<file path="config.mk">
export PLATFORM = sky130hd
export DESIGN_NAME = pulse_measure
export DESIGN_NICKNAME = d
export VERILOG_FILES = /design/src/rtl/pulse_measure.sv
export SDC_FILE = /design/constraint.sdc
export NUM_CORES = 1
export LEC_CHECK = 0
export BUFFER_PORTS_ARGS = -buffer_cell sky130_fd_sc_hd__buf_2
export CAP_MARGIN = 15
export CORE_MARGIN = 5
export CORE_UTILIZATION = 45
export CTS_CLUSTER_SIZE = 30
export DETAILED_ROUTE_END_ITERATION = 10
export SLEW_MARGIN = 20
export SYNTH_ARGS = -nofsm -noshare
export SYNTH_HDL_FRONTEND = slang
export SYNTH_SLANG_ARGS = --single-unit
</file>
<file path="constraint.sdc">
create_clock -name clk -period 2.65 [get_ports clk]
set_clock_uncertainty 0.1 [all_clocks]
set_input_delay 0.53 -clock clk [delete_from_list [all_inputs] [get_ports clk]]
set_output_delay 0.53 -clock clk [all_outputs]
set_load 0.005 [all_outputs]
</file>
<file path="src/rtl/pulse_measure.sv">
// pulse_measure: counts clk cycles from a trigger rise to a pulse rise, then the pulse high time.
// Define PULSE_MEASURE_PEAK_EN to add peakDelay/peakWidth running-maximum outputs.
module pulse_measure #(
    parameter int NBITS = 8
) (
    input  logic             clk,
    input  logic             reset,
    input  logic             trigger,
    input  logic             pulse,
    input  logic             clearOverflow,
    output logic [NBITS-1:0] measuredDelay,
    output logic [NBITS-1:0] measuredWidth,
    output logic             measureValid,
    output logic             overflow,
`ifdef PULSE_MEASURE_PEAK_EN
    output logic [NBITS-1:0] peakDelay,
    output logic [NBITS-1:0] peakWidth,
`endif
    output logic [1:0]       dbg_state
);
    // measureValid is a one-cycle strobe with no ready: the consumer must take
    // measuredDelay/measuredWidth then or later, as they hold until the next strobe.

    localparam logic [NBITS-1:0] MAX    = {NBITS{1'b1}};
    localparam logic [NBITS-1:0] MAX_M1 = {{(NBITS-1){1'b1}}, 1'b0};
    localparam logic [NBITS-1:0] ONE    = {{(NBITS-1){1'b0}}, 1'b1};

    typedef enum logic [1:0] {
        S_IDLE = 2'd0,
        S_WAIT = 2'd1,
        S_HIGH = 2'd2
    } state_t;

    state_t           state;
    logic             trig_prev;
    logic             pulse_prev;
    logic             pub_pending;
    logic [NBITS-1:0] delay_cnt;
    logic [NBITS-1:0] width_cnt;
    logic             trig_rise;
    logic             pulse_rise;
    logic             pulse_fall;
    logic             publish;

    assign trig_rise  = trigger & ~trig_prev;
    assign pulse_rise = pulse & ~pulse_prev;
    assign pulse_fall = ~pulse & pulse_prev;
    assign publish    = (state == S_HIGH) && pub_pending;
    assign dbg_state  = state;

    always_ff @(posedge clk or negedge reset) begin
        if (!reset) begin
            state         <= S_IDLE;
            trig_prev     <= 1'b0;
            pulse_prev    <= 1'b0;
            pub_pending   <= 1'b0;
            delay_cnt     <= '0;
            width_cnt     <= '0;
            measuredDelay <= '0;
            measuredWidth <= '0;
            measureValid  <= 1'b0;
            overflow      <= 1'b0;
        end else begin
            trig_prev    <= trigger;
            pulse_prev   <= pulse;
            measureValid <= 1'b0;
            // Clear is written first so any set below in the same cycle wins.
            if (clearOverflow) overflow <= 1'b0;

            case (state)
                S_IDLE: begin
                    if (trig_rise) begin
                        delay_cnt   <= '0;
                        pub_pending <= 1'b0;
                        if (pulse_rise) begin
                            width_cnt <= ONE;
                            state     <= S_HIGH;
                        end else begin
                            state <= S_WAIT;
                        end
                    end
                end

                S_WAIT: begin
                    // delay_cnt holds (edges since trigger rise) - 1; MAX marks an expired wait.
                    if (delay_cnt == MAX) begin
                        state <= S_IDLE;
                    end else if (pulse_rise) begin
                        delay_cnt <= delay_cnt + 1'b1;
                        width_cnt <= ONE;
                        state     <= S_HIGH;
                    end else begin
                        delay_cnt <= delay_cnt + 1'b1;
                        if (delay_cnt == MAX_M1) overflow <= 1'b1;
                    end
                end

                S_HIGH: begin
                    if (pub_pending) begin
                        measuredDelay <= delay_cnt;
                        measuredWidth <= width_cnt;
                        measureValid  <= 1'b1;
                        pub_pending   <= 1'b0;
                        state         <= S_IDLE;
                    end else if (pulse_fall) begin
                        pub_pending <= 1'b1;
                    end else if (pulse) begin
                        if (width_cnt == MAX) overflow <= 1'b1;
                        else                  width_cnt <= width_cnt + 1'b1;
                    end
                end

                default: state <= S_IDLE;
            endcase
        end
    end

`ifdef PULSE_MEASURE_PEAK_EN
    always_ff @(posedge clk or negedge reset) begin
        if (!reset) begin
            peakDelay <= '0;
            peakWidth <= '0;
        end else if (publish) begin
            // A publish coinciding with clear restarts the maxima from the new result.
            if (clearOverflow || (delay_cnt > peakDelay)) peakDelay <= delay_cnt;
            if (clearOverflow || (width_cnt > peakWidth)) peakWidth <= width_cnt;
        end else if (clearOverflow) begin
            peakDelay <= '0;
            peakWidth <= '0;
        end
    end
`endif

endmodule

</file>
After elaboration in Yosys (flattened, before gate mapping). Index checks and enable logic that the tools add are counted.

Add/sub/neg operators: 2. Reductions and logical operators: 9. Mux-type cells: 32. Bitwise logic cells: 6. Equality and inequality tests: 13.

Operators by type and width (number): 8-bit two-way mux (9); 8-bit equality test (second input constant) (3); 8-bit case mux with 3 select lines (1); 8-bit by 1-bit adder with 8-bit output (second input constant) (2); 8-bit case mux with 2 select lines (1); 2-bit inequality test (second input constant) (7); 1-bit two-way mux (13); 2-bit two-way mux (5); 7-bit AND reduction (1); 2-bit case mux with 3 select lines (1); 3-bit AND reduction (2); 1-bit case mux with 2 select lines (2); 2-bit AND reduction (2); 2-bit nonzero test (2); 1-bit AND (3); 3-bit inequality test (second input constant) (1); 1-bit inverter (3); 3-bit nonzero test (1); 2-bit by 1-bit equality test with 1-bit output (second input constant) (1); 2-bit equality test (second input constant) (1); 2-bit logical NOT (1).

Logic and storage cells: 72. Input bits: 5. Output and inout bits: 20. Flip-flop bits (word level): 39.

Logic depth before layout (Yosys ltp).
Word-level depth: 6. Gate-level depth with buffers: 7.

Worst setup path after synthesis. Ideal clock, no wire load.

Path type: flip-flop to flip-flop. Start point: reg state[1] (netlist: dbg_state[1]). End point: reg width_cnt[6]. Cell stages (with the launch flop): 8. Path buffers: 1. Arrival time: 1720 ps. Required time: 2413 ps. Clock period less this slack: 1957 ps. Path slack: 693 ps. Library setup time: 137 ps. Cell sequence: dfrtp_1 -> inv_1 -> ha_1 -> and4_1 -> a22o_4 -> buf_6 -> o41ai_1 -> o31ai_1.

Longest elaborated chain between the ends: 3. Elaborated cells on any way between the ends: 12. Classes of those cells: eq/ne: 8; mux: 1; reduce/logical: 3.

Ends and longest elaborated chain: start: declaration (RTL line 34) `state_t state;`; start signal: assignment (RTL line 53) `state <= S_IDLE;`; start signal: assignment (RTL line 77) `state <= S_HIGH;`; start signal: assignment (RTL line 79) `state <= S_WAIT;`; 2-bit by 1-bit equality test with 1-bit output, or another cell as far along (RTL line 70) `case (state)`; 2-bit inequality test (no source line) / 3-bit nonzero test (equally long branches); 7-bit AND reduction (no source line); end signal: assignment (RTL line 109) `else width_cnt <= width_cnt + 1'b1;`; end: declaration (RTL line 39) `logic [NBITS-1:0] width_cnt;`.

Parallel ways exist; a longest one is shown, timed or not. A chain may end at the register's enable or synchronous reset.

Worst setup path in the final report. Same ends and word-level chain as after synthesis.

==> summary.md <==
| Metric | Value |
|---|---|
| Largest net degree at the start of global routing | 40 |
| Leakage power | 1.11 nW |
| Syn Nets | 196 |
| Final Hold Viols | 0 |
| Share of post-route cells with drive strength above 1 | 25.6% |
| Post-DP Area | 2200 µm² |
| Vias per inst | 5.83 |
| Detailed Route WL | approximately 4200 µm |
| Reg clk slew, reported paths | 0.07 ns |
| CP Launch Type | flip-flop |
| Layout Area Growth over Synthesis | 14.1% |
| Pint | 1.35 mW |
| Setup Fix Bufs, Post-CTS | 0 |
| Sink Count | 39 |
| Sw Ratio | 35.5% |
| DRT antenna net count | 0 |
| Overflow after GRT | 0 |
| CP max stage delay | 0.42 ns |
| CP bufs+invs | 1 |
| Vias in the first global route | 1511 |
| TritonCTS Buffers | 5 |
| Final setup violating endpoints | 0 |
| RSZ-0062 raised after global routing | false |
| Starting Density | 46.6% |
| Clock H-tree levels | 2 |
| Status | finished, final reports clean |
| Hold Path Class | input port to async pin |
| Min Hold Slack | about 0.24 ns |
| P per Cell Area | 900 nW/µm² |
| Asr flop ratio synth | 100% |
| Crit path DAT | between 2 and 2.5 ns |
| Syn avg cell area | 11.1 µm² |
| Syn Std Cell Area | 2040 µm² |
| Worst vdd ir | 0.000511 V |
| Total core area | ~4400 µm² |
| Via count | 1533 |
| Clk Latency, worst-skew pair | 0.29 ns |
| Worst path top cell family by delay | compound AO/OA/AOI/OAI gates |
| TritonCTS clock tree | built |
| Ys Warns | 0 |
| Post-CTS sizing | 0 |
| Relative slew slack | 43.5% |
| Total power | 2.10 mW |
| Drt drc | 0 |
| Max clock buf depth | 2 |
| Die Span Y | between 70 and 80 µm |
| Setup CP Type | flip-flop to flip-flop |
| Post-detail-place hpwl | 3070 µm |
| Critical path cell sequence | inv_1, ha_1, and4_1, a22o_4, o41ai_1, o31ai_1 |
| Synth unique cells | 47 |
| First-pass GRT wire length | around 7300 µm |
| Nets | 222 |
| Clock Tree Root | clkbuf_8 |
| PortBufs | 24 |
| Switching power | between 0.7 and 0.8 mW |
| Max Slew Vio Count | 0 |
| Max Clock Freq | ~470 MHz |
| Non-Filler Instances | 263 |
| Dpl ws | 0.585 ns |
| Comb pwr share | 35.0% |
| DRT iter0 DRCs | 93 |
| Syn Inst Count | 184 |
| Avg WL per Cell | 16.1 µm |
| Tightest Pin Transition | 0.847 ns |
| Pre-antenna DRT Iters | 4 |
| EDFF count, synth | 0 |
| Final Util | 53.2% |
| Fin Setup TNS | 0 ns |
| Placed cells | about 260 |
| Clock Power Share | 27.7% |
| Ant. Diodes | 0 |
| Overall routing resource usage | 15.0% |
| Max Cap Viol | 0 |
| Final worst path period share | 79.7% |
| Synthesized flop and latch total | 39 |
| Die X-Extent | ~77 µm |
| # IOs | 25 |
| Register area share after synthesis | a little under half |
| Full die area | 5990 µm² |
| Final min period | 2.11 ns |
| Data required time at the worst endpoint | between 2 and 3 ns |
| Prevailing post-synth register cell | dfrtp_1 |
| Worst-path fanout max | 14 |
| GP Congestion | 0.921 |
| Final WS setup | 0.539 ns |
| Post-route cell area | approximately 2300 µm² |
| Register share of total power | 37.4% |
| CP endpoint kind | flip-flop |
| Placement row count | 24 |
| Initial antenna violation count | 0 |
| Slowest-stage cell, CP | dfrtp_1 |
| Hold bufs inserted after CTS | 0 |
synth_stat cells, drive strengths merged, types with 2 or more instances:
library cell / instances / area, µm²
mux2: 14 / 158
inv: 9 / 33.8
and4: 3 / 28.8
nor2b: 4 / 25.0
nor4: 3 / 25.0
o21ai: 9 / 45.0
clkbuf: 3 / 11.3
nand3: 6 / 30.0
nor2: 2 / 7.51
nor3: 3 / 20.0
buf: 4 / 32.5
o211a: 2 / 20.0
nand4: 6 / 37.5
nand2: 14 / 52.6
a32o: 2 / 20.0
a41oi: 3 / 26.3
o31ai: 8 / 60.1
ha: 7 / 87.6
nand2b: 7 / 43.8
a21oi: 3 / 15.0
a31oi: 4 / 25.0
or2: 2 / 12.5
a21o: 3 / 22.5
or3: 2 / 12.5
mux2i: 3 / 30.0
a221oi: 2 / 35.0
dfrtp: 39 / 976
and2: 4 / 25.0
state kept, by name, summed over array words and instances, names as in the netlist:
signal / count
delay_cnt: 8
measuredDelay: 8
measuredWidth: 8
width_cnt: 8
dbg_state: 2
measureValid: 1
overflow: 1
pub_pending: 1
pulse_prev: 1
trig_prev: 1
placed cells by master, fill, tap and decap left out, drive strengths merged, types with 3 or more instances in the layout:
cell type,n
dfrtp,39
buf,26
nand2,14
mux2,14
inv,9
o21ai,9
o31ai,8
nand2b,7
ha,7
nand3,6
nand4,6
clkbuf,6
nor2b,4
and2,4
a31oi,4
a41oi,3
mux2i,3
a21oi,3
a21o,3
and4,3
nor4,3
nor3,3
layout make-up:
| type | count | area [µm²] |
|---|---|---|
| clock buffer | 6 | 72.6 |
| clock inverter | 2 | 60.1 |
| fill | 393 | 2050 |
| inverter | 9 | 33.8 |
| multi-input combinational | 129 | 990 |
| sequential | 39 | 976 |
| tap | 52 | 65.1 |
| timing repair buffer | 26 | 135 |
path summary, 6_finish.rpt:
path,start,to,slack (ns),cells past startpoint
max,dbg_state[1]$_DFFE_PN0P_,width_cnt[6]$_DFFE_PN0P_,0.54,6
min,reset,measuredWidth[2]$_DFFE_PN0P_,0.24,1
max reg2reg,dbg_state[1]$_DFFE_PN0P_,width_cnt[6]$_DFFE_PN0P_,0.54,6
min reg2reg,measuredDelay[0]$_DFFE_PN0P_,measuredDelay[0]$_DFFE_PN0P_,0.38,2
max in group asynchronous,reset,delay_cnt[2]$_DFFE_PN0P_,1.68,1
min in group clk,trigger,trig_prev$_DFF_PN0_,0.26,1
layer usage:
metal	track usage, %	vias up	share of wire, %
li1	-	747	-
met1	21.3	737	50
met5	0	-	0
met2	21.7	40	43
met3	4.17	9	5.8
met4	5.50	0	1.5
power by group through the flow:
| stage | clock, mW | combinational, mW | sequential (mW) |
|---|---|---|---|
| floorplan | 0 | 0.565 | 0.767 |
| global placement | 0 | 0.713 | 0.785 |
| detailed placement | 0 | 0.729 | 0.795 |
| CTS | 0.597 | 0.735 | 0.782 |
| global route | 0.627 | 0.817 | 0.801 |
| finish | 0.580 | 0.734 | 0.784 |
kinds of logic after synthesis:
| group | count (synthesis) | share of synthesized area, % |
|---|---|---|
| AND/OR/NAND/NOR | 59 | 16.8 |
| multiplexers | 17 | 9.19 |
| flip-flops | 39 | 47.8 |
| buffers and inverters | 16 | 3.80 |
| AO/OA/AOI/OAI | 46 | 18.2 |
| adder cells (fa/ha/maj) | 7 | 4.29 |
No activity file was read; power rests on OpenSTA's default activity.
